==> src/rtl/uart_tx_serializer.sv <==
// UART transmit serializer: start bit, WIDTH data bits LSB first, optional parity, stop bit.
// One serial bit per CLK cycle; TX_OUT and Busy come straight from flops.
module uart_tx_serializer #(
    parameter int unsigned WIDTH = 8
) (
    input  logic             CLK,
    input  logic             RST,
    input  logic [WIDTH-1:0] P_DATA,
    input  logic             DATA_VALID,
    input  logic             PAR_EN,
    input  logic             PAR_TYP,
    output logic             TX_OUT,
    output logic             Busy
);

    localparam int unsigned CntW = (WIDTH > 1) ? $clog2(WIDTH) : 1;
    localparam logic [CntW-1:0] CntLast = CntW'(WIDTH - 1);

    typedef enum logic [2:0] {
        StIdle   = 3'd0,
        StStart  = 3'd1,
        StData   = 3'd2,
        StParity = 3'd3,
        StStop   = 3'd4
    } state_e;

    state_e           state_q, state_d;
    logic [CntW-1:0]  cnt_q, cnt_d;
    logic [WIDTH-1:0] data_q, data_d;
    logic             par_en_q, par_en_d;
    logic             par_bit_q, par_bit_d;
    logic             tx_q, tx_d;
    logic             busy_q, busy_d;

    always_ff @(posedge CLK or negedge RST) begin
        if (!RST) begin
            state_q <= StIdle;
        end else begin
            state_q <= state_d;
        end
    end

    // Outputs are registered from the next state, so they change only on the clock edge
    // (or asynchronously to idle levels on reset).
    always_ff @(posedge CLK or negedge RST) begin
        if (!RST) begin
            cnt_q     <= '0;
            data_q    <= '0;
            par_en_q  <= 1'b0;
            par_bit_q <= 1'b0;
            tx_q      <= 1'b1;
            busy_q    <= 1'b0;
        end else begin
            cnt_q     <= cnt_d;
            data_q    <= data_d;
            par_en_q  <= par_en_d;
            par_bit_q <= par_bit_d;
            tx_q      <= tx_d;
            busy_q    <= busy_d;
        end
    end

    always_comb begin
        state_d   = state_q;
        cnt_d     = cnt_q;
        data_d    = data_q;
        par_en_d  = par_en_q;
        par_bit_d = par_bit_q;
        case (state_q)
            StIdle: begin
                if (DATA_VALID) begin
                    state_d   = StStart;
                    data_d    = P_DATA;
                    par_en_d  = PAR_EN;
                    par_bit_d = (^P_DATA) ^ PAR_TYP;
                end
            end
            StStart: begin
                state_d = StData;
                cnt_d   = '0;
            end
            StData: begin
                if (cnt_q == CntLast) begin
                    state_d = par_en_q ? StParity : StStop;
                end else begin
                    cnt_d = cnt_q + 1'b1;
                end
            end
            StParity: state_d = StStop;
            StStop:   state_d = StIdle;
            default: begin
                state_d = StIdle;
                cnt_d   = '0;
            end
        endcase
    end

    always_comb begin
        tx_d   = 1'b1;
        busy_d = 1'b1;
        case (state_d)
            StIdle:   busy_d = 1'b0;
            StStart:  tx_d   = 1'b0;
            StData:   tx_d   = data_q[cnt_d];
            StParity: tx_d   = par_bit_q;
            StStop:   tx_d   = 1'b1;
            default:  busy_d = 1'b0;
        endcase
    end

    assign TX_OUT = tx_q;
    assign Busy   = busy_q;

endmodule

==> config.mk <==
export PLATFORM = sky130hd
export DESIGN_NAME = uart_tx_serializer
export DESIGN_NICKNAME = d
export VERILOG_FILES = /design/src/rtl/uart_tx_serializer.sv
export SDC_FILE = /design/constraint.sdc
export NUM_CORES = 1
export LEC_CHECK = 0
export CAP_MARGIN = 5
export CORE_MARGIN = 10
export CORE_UTILIZATION = 48
export CTS_BUF_LIST = sky130_fd_sc_hd__clkbuf_8
export CTS_CLUSTER_SIZE = 20
export DETAILED_ROUTE_END_ITERATION = 16
export GPL_ROUTABILITY_DRIVEN = 0
export HOLD_SLACK_MARGIN = 0.15
export PLACE_DENSITY = 0.75
export SLEW_MARGIN = 20
export SYNTH_ARGS = -nofsm -noshare
export SYNTH_HDL_FRONTEND = slang
export SYNTH_SLANG_ARGS = --single-unit
==> constraint.sdc <==
create_clock -name CLK -period 2 [get_ports CLK]
set_clock_uncertainty 0.05 [all_clocks]
set_input_delay 0.5 -clock CLK [delete_from_list [all_inputs] [get_ports CLK]]
set_output_delay 0.5 -clock CLK [all_outputs]
set_load 0.01 [all_outputs]
Yosys cells after proc, flatten, opt, wreduce, memory -nomap -nowiden
Cells that the tools add are included.

operators by class
  $add $sub $neg = 1
  $mul = 0
  div/mod/pow operators = 0
  magnitude comparators = 1
  eq/ne operators = 9
  shift operators = 0
  mux-type cells = 10
  bitwise operators = 1
  reduce and logical (&&, ||, !) cells = 5

operator list
  cell                 number
  $eq 3x2->1 const B   4
  $mux 3               4
  $pmux 3 s4           1
  $eq 3x3->1 const B   3
  $reduce_xor 8->1     1
  $eq 3x1->1 const B   2
  $pmux 3 s2           1
  $lt 3x4->1 const B   1
  $reduce_or 4->1      1
  $add 3x1->3 const B  1
  $bmux 1 s3           1
  $logic_not 3->1      1
  $pmux 1 s3           1
  $reduce_or 3->1      1
  $mux 1               2
  $reduce_and 2->1     1
  $xor 1x1->1          1

storage, ports and cells
  bits in registers = 18
  latch bits = 0
  RAM bits = 0
  memory bits (read-only) = 0
  input port bits = 13
  output and inout bits = 2
  memories kept = 0

Depth between registers and ports, before layout
Gate-level depths: netlist of run 1.

  word-level depth = 6
  depth in mapped cells = 8

Least setup slack after synthesis of run 1
Ideal clock, no wire load.

  kind = reg-to-reg
  from = reg cnt_q[0]
  to = reg tx_q, in the netlist TX_OUT
  arrival = 1.810 ns
  path slack = 0.051 ns
  cell stages (with the launch flop) = 9
  path buffers = 1
  clock period less this slack = 1.949 ns
  cells stage by stage = dfrtp_1 > ha_1 > nand2_1 > a21oi_1 > a211o_1 > buf_6 > mux2_4 > a211oi_2 > o31ai_1

between the ends
  word-level cells in the longest chain between the ends = 6
  elaborated cells on any way between the ends = 12
  classes of those cells = add/sub: 1; eq/ne: 4; mux: 7

RTL lines
  element                                    RTL line  source
  start: declaration                         28        logic [CntW-1:0] cnt_q, cnt_d;
  start signal: assignment                   54        cnt_q <= cnt_d;
  $add 3x1->3 or $eq 3x3->1 (tied branches)  86, 83
  $mux 3                                     83        if (cnt_q == CntLast) begin
  $pmux 3 s2 *                               69        case (state_q)
  via cnt_d[0]                               28
  $bmux 1 s3 *                               104       StData: tx_d = data_q[cnt_d];
  $mux 1 (implied by the code) *             104
  $pmux 1 s3 *                               101       case (state_d)
  via tx_d                                   32        logic tx_q, tx_d;
  end signal: assignment                     58        tx_q <= tx_d;
  end: declaration                           32

Mark *: on every way through the listed nets, which the timed path passes. The rest lies on a longest branch. The select of a mux whose other input is x is not followed.
A chain may end at the register's enable or synchronous reset.

Worst setup path in the final report of run 1
  from = reg cnt_q[1]
  to = reg tx_q, in the netlist TX_OUT

between the ends
  word-level cells in the longest chain between the ends = 6
  elaborated cells on any way between the ends = 12
  classes of those cells = add/sub: 1; eq/ne: 4; mux: 7

RTL lines
  element                                    RTL line
  $add 3x1->3 or $eq 3x3->1 (tied branches)  86, 83
  $mux 3                                     83
  $pmux 3 s2                                 69
  $bmux 1 s3                                 104
  $mux 1 (implied by the code)               104
  $pmux 1 s3 *                               101
  via tx_d                                   32

Marked as above.

==> results.yml, run 1 <==
run_status:
  status: "complete, no violations"
route:
  drtIter0Drc: 25
  wl_per_cell_um: 15.6
  drc: 0
  routed_wl_mm: 2.20
  viasPerCell: 5.48
  drt_pass1_iterations: 4
  vias: 773
  ant_nets: 0
sta:
  relSlewSlack_pct: 72.8
  setup_viol: 0
  fmax_ghz: 0.529
  tightest_slew_ps: 407
  tns_ps: 0
  final-hold-violation-count: 0
  slew_violations: 0
  final.period_utilization_pct: 94.6
  worst_slack_ps: 108
  final.min_clock_period_ps: 1890
synthesis:
  synth_cells: 88
  synthesis.area_sq_um: 985
  avgSynthCellArea_sq_um: 11.2
  ys_ff_latch: 18
  synth.distinct_cells: 33
  yosys_warnings: 0
  ys_seq_area_share_pct: 45.9
  synth_top_area_share_pct: 43.2
  syn_nets: 102
  synth.area.top_cells: "dfrtp_1, mux2_2, xnor2_1"
  synth_top_cell_by_area: "dfrtp_1"
clock_tree:
  cts_root_buf: "clkbuf_8"
  cts_buffers: 3
  cts_hold_buffers: 0
  insertion_delay_ps: 250
  cts_tree: "done"
  cts_num_sinks: 18
  cts.path.max_buffers: 2
  cts_max_level: 1
  cts.clk_slew.worst_paths_ps: 70
pwr:
  seqPwrFrac_pct: 34.5
  switchingPower_mw: 0.713
  peakVddDrop_v: 0.000739
  swShare_pct: 35.9
  pwr-share-clk_pct: 15.1
  finalPower_mw: 1.98
  p_int_mw: 1.27
  p_leak_nw: 0.557
  comb_power_share_pct: 50.4
  power_density_nw_per_um2: 1520
placed_design:
  pre_cts_ws_ps: -103
  place_area_sq_um: 1220
  io_buffers: 14
  dp_hpwl_mm: 1.68
worst_setup_path:
  crit_family: "compound AO/OA/AOI/OAI gates"
  path_cells: "ha_2 -> nand2_2 -> nor4b_4 -> a211o_2 -> mux2_4 -> a211oi_2 -> o31ai_1"
  cp.required_ps: 2120
  crit_type: "flop to flop"
  critPathBufInv: 0
  critPathLaunchType: "flop"
  critPathCaptureType: "flop"
  slowest_delay_ps: 370
  crit_slowest_cell: "a211o_2"
  crit_fanout: 5
  arrival_ps: 2010
global_route:
  track_usage_pct: 11.4
  grt_pass1_wl_mm: 3.93
  grt_pass1_vias: 801
  grt_start_max_net_pins: 13
  grt-ovfl-total: 0
  antenna_found_initial: 0
die:
  ios: 15
  start_util_pct: 50.2
  core-area_sq_um: 1960
  fp.dieW_um: 65.3
  rows: 16
  dieArea_sq_um: 4260
  die_h_um: 65.3
run:
  drv_cap: 0
final_layout:
  syn_to_final_growth_pct: 32.4
  final_nets: 129
  diodes: 0
  layout-drive-gt1-share_pct: 31.6
  stdcell_area_sq_um: 1300
  layout.core_utilization_pct: 66.5
  fillers: 179
hold_path:
  min_path_type: "flop to flop"
==> what timing repair did <==
action	CTS	global route
buffers inserted	0	1
endpoints found under the setup margin	1	1
pin swaps	1	2
gates cloned	0	0
gates resized for setup	3	3
==> registers in the layout (all words and copies together) (netlist names) <==
| register | count |
|---|---|
| Busy | 1 |
| data_q | 8 |
| state_q | 3 |
| par_bit_q | 1 |
| par_en_q | 1 |
| cnt_q | 3 |
| TX_OUT | 1 |
==> cells in the final DEF, fill, tap and decap left out, types with 4 or more instances in the layout <==
cell	instances
a21oi_1	4
xnor2_1	6
buf_4	11
nand2_1	4
clkdlybuf4s50_1	14
o211ai_1	4
clkbuf_8	4
dfrtp_1	16
mux2_2	10
o21ai_0	4
mux2i_1	4
inv_1	4
==> through the flow <==
step | hold WS, ps | instances
global route | 492 | 141
CTS | 466 | 140
detailed placement | 448 | 136
finish | 464 | 141
global placement | 440 | 136
floorplan | 154 | 88
==> synth_stat cells <==
library cell   n
xor2_1         2
o31ai_1        1
nor3_1         1
xnor2_1        6
nand2b_1       2
a21oi_1        4
a32oi_1        1
nor2_1         2
buf_2          2
o21ai_0        4
and2_1         1
a211oi_2       1
o211ai_1       4
dfrtp_1       17
inv_1          4
nor3b_1        1
or3_1          1
mux2_2        10
a41o_1         1
nor4b_1        2
mux2i_1        4
a41oi_1        1
mux2_4         1
a211o_1        2
buf_6          1
ha_1           1
nor2b_1        1
and2b_1        1
inv_2          1
or2_2          1
dfstp_2        1
nand2_1        5
and3_1         1
==> final timing paths <==
kind	from	endpoint	slack [ps]	cells past startpoint
setup / recovery	cnt_q[1]	TX_OUT	110	7
hold / removal	data_q[7]	data_q[7]	460	1
setup reg to reg	cnt_q[1]	TX_OUT	110	7
hold reg to reg	data_q[7]	data_q[7]	460	1
max in group asynchronous	RST	data_q[1]	920	2
min in group asynchronous	RST	cnt_q[1]	490	1
==> area by class of cell <==
class / count / area (sq um) / area share, %
Tap cell: 27 / 33.8 / 2.59
Multi-Input combinational cell: 62 / 520 / 39.9
Timing Repair Buffer: 25 / 223 / 17.1
Sequential cell: 18 / 453 / 34.7
Inverter: 5 / 18.8 / 1.44
Clock buffer: 4 / 55.1 / 4.22
==> cell families after synthesis <==
| kind of cell | synth area share [%] |
|---|---|
| buffers and inverters | 4.07 |
| muxes | 17.0 |
| DFF | 45.9 |
| xor gates and xnor gates | 7.12 |
| adders and majority gates | 1.27 |
| AOI/OAI and AO/OA | 13.7 |
| and+or+nand+nor | 10.9 |
==> per-layer routing <==
layer / vias up / global-route usage [%] / wire length, um
met1: 388 / 13.6 / 953
met3: 4 / 2.88 / 65
met2: 11 / 19.0 / 1160
li1: 370 / - / -
met4: 0 / 4.81 / 25
met5: - / 0 / 0
==> power by group through the flow <==
stage                     sequential [mW]  clock (mW)  combinational (mW)
after floorplan                     0.648           0               0.686
after global placement              0.674           0               0.908
after detailed placement            0.677           0               0.936
after CTS                           0.681       0.305               0.973
after global routing                0.709       0.320                1.10
final                               0.685       0.299                1.00
(Power assumes the default switching activity.)
==> inputs of run 2 (changes only) <==
--- a/config.mk
+++ b/config.mk
@@ -6,7 +6,7 @@
 export NUM_CORES = 1
 export LEC_CHECK = 0
 export CAP_MARGIN = 5
-export CORE_MARGIN = 10
+export CORE_MARGIN = 3
 export CORE_UTILIZATION = 48
 export CTS_BUF_LIST = sky130_fd_sc_hd__clkbuf_8
 export CTS_CLUSTER_SIZE = 20
==> results.yml, run 2 (same netlist as run 1, synthesis figures left out) <==
run_status:
  status: "complete, no violations"
worst_setup_path:
  critPathLaunchType: "flop"
  critPathCaptureType: "flop"
  r2r_cells: 7
  arrival_ps: 2080
  crit_fanout: 4
  crit_type: "flop to flop"
  cp.required_ps: 2120
die:
  core-area_sq_um: 1820
  fp.dieW_um: 51.3
  start_util_pct: 54.1
  rows: 15
  die_h_um: 51.3
  ios: 15
  dieArea_sq_um: 2630
route:
  drt_pass1_iterations: 4
  drtIter0Drc: 11
  routed_wl_mm: 2.07
  wl_per_cell_um: 14.7
  drc: 0
  viasPerCell: 5.48
  vias: 773
  ant_nets: 0
run:
  drv_cap: 0
sta:
  tns_ps: 0
  final.period_utilization_pct: 98.1
  worst_slack_ps: 39.0
  final.min_clock_period_ps: 1960
  rsz0062_at_grt: "yes"
  relSlewSlack_pct: 69.0
  fmax_ghz: 0.510
  tightest_slew_ps: 461
  final-hold-violation-count: 0
  setup_viol: 0
  slew_violations: 0
final_layout:
  diodes: 0
  final_common_cell: "dfrtp_1"
  regMostFlops: "data_q"
  syn_to_final_growth_pct: 38.1
  layout-drive-gt1-share_pct: 37.1
  largest_register_ffs: 8
  stdcell_area_sq_um: 1360
  final_nets: 131
  reg_top3: "data_q: 8 flops, cnt_q: 3 flops, state_q: 3 flops"
  most-common-layout-cells: "dfrtp_1, clkdlybuf4s50_1, buf_4, mux2_2, xnor2_1"
  fillers: 135
global_route:
  grt_pass1_vias: 798
  grt-ovfl-total: 0
  grt_pass1_wl_mm: 3.68
  antenna_found_initial: 0
  grt_start_max_net_pins: 13
  track_usage_pct: 19.2
clock_tree:
  cts_buffers: 3
  cts_num_sinks: 18
  cts_max_level: 1
  cts_root_buf: "clkbuf_8"
  cts.path.max_buffers: 2
  cts_hold_buffers: 0
  cts.clk_slew.worst_paths_ps: 70
  insertion_delay_ps: 250
  cts_tree: "done"
pwr:
  seqPwrFrac_pct: 31.8
  power_density_nw_per_um2: 1570
  p_int_mw: 1.36
  finalPower_mw: 2.13
  comb_power_share_pct: 54.4
  p_leak_nw: 0.571
  peakVddDrop_v: 0.000947
  pwr-share-clk_pct: 13.9
  swShare_pct: 36.4
  switchingPower_mw: 0.775
hold_path:
  worstHoldPathCells: 1
  min_path_type: "flop to flop"
placed_design:
  place_area_sq_um: 1210
  pre_cts_ws_ps: -64.2
  io_buffers: 14
  dp_hpwl_mm: 1.51
[run 2: cell types whose count changed in the layout (fill, tap and decap cells not counted), sizes merged]
cell  change
buf       +2
[run 2: metrics by stage]
step,util (%),cells,hold slack (ps)
after floorplan,-,88,154
after global placement,66.4,133,450
after detailed placement,66.4,133,447
after CTS,72.6,141,462
after global routing,74.7,141,465
final,74.7,141,462
[run 2: final cells by class]
class                   instances  area [sq um]  share of cell area (%)
clock buffers                   4          55.1                    4.05
repair buffers                 27           241                    17.8
inverters                       5          18.8                    1.38
flip-flops and latches         18           453                    33.3
multi-input cells              62           561                    41.2
well taps                      25          31.3                    2.30
[run 2: power by group through the flow]
stage,Combinational (mW),Sequential (mW),Clock [mW]
2_1_floorplan,0.686,0.648,0
3_3_place_gp,0.891,0.671,0
3_5_place_dp,0.926,0.676,0
4_1_cts,1.09,0.669,0.305
5_1_grt,1.27,0.703,0.325
6_report,1.16,0.678,0.296
[run 2: path summary, 6_finish.rpt]
| kind | start | endpoint | slack (ps) |
|---|---|---|---|
| setup / recovery | cnt_q[1] | TX_OUT | 40 |
| hold / removal | par_bit_q | par_bit_q | 460 |
| setup reg to reg | cnt_q[1] | TX_OUT | 40 |
| hold reg to reg | par_bit_q | par_bit_q | 460 |
| max in group asynchronous | RST | data_q[5] | 940 |
| min in group asynchronous | RST | cnt_q[2] | 470 |
[run 2: timing repair]
item | CTS | global route
setup buffers | 4 | 1
cloned | 0 | 0
setup endpoints to repair | 1 | 1
gates resized for setup | 5 | 8
pin swaps | 3 | 6
[run 2: metal layers]
layer | vias to the layer above | track usage [%] | part of all wire (%)
met2 | 15 | 31.3 | 51
li1 | 372 | - | -
met5 | - | 0 | 0
met1 | 379 | 24.2 | 43
met4 | 0 | 10.9 | 2.7
met3 | 7 | 2.62 | 3.2
[run 2: worst max-delay path, stage by stage (launching register included)]
cell and delay [ps]:
dfrtp_1 390, ha_2 210, nand2_2 90, a21oi_2 70, a211o_4 380, mux2_4 330, a211oi_4 270, o31ai_2 90
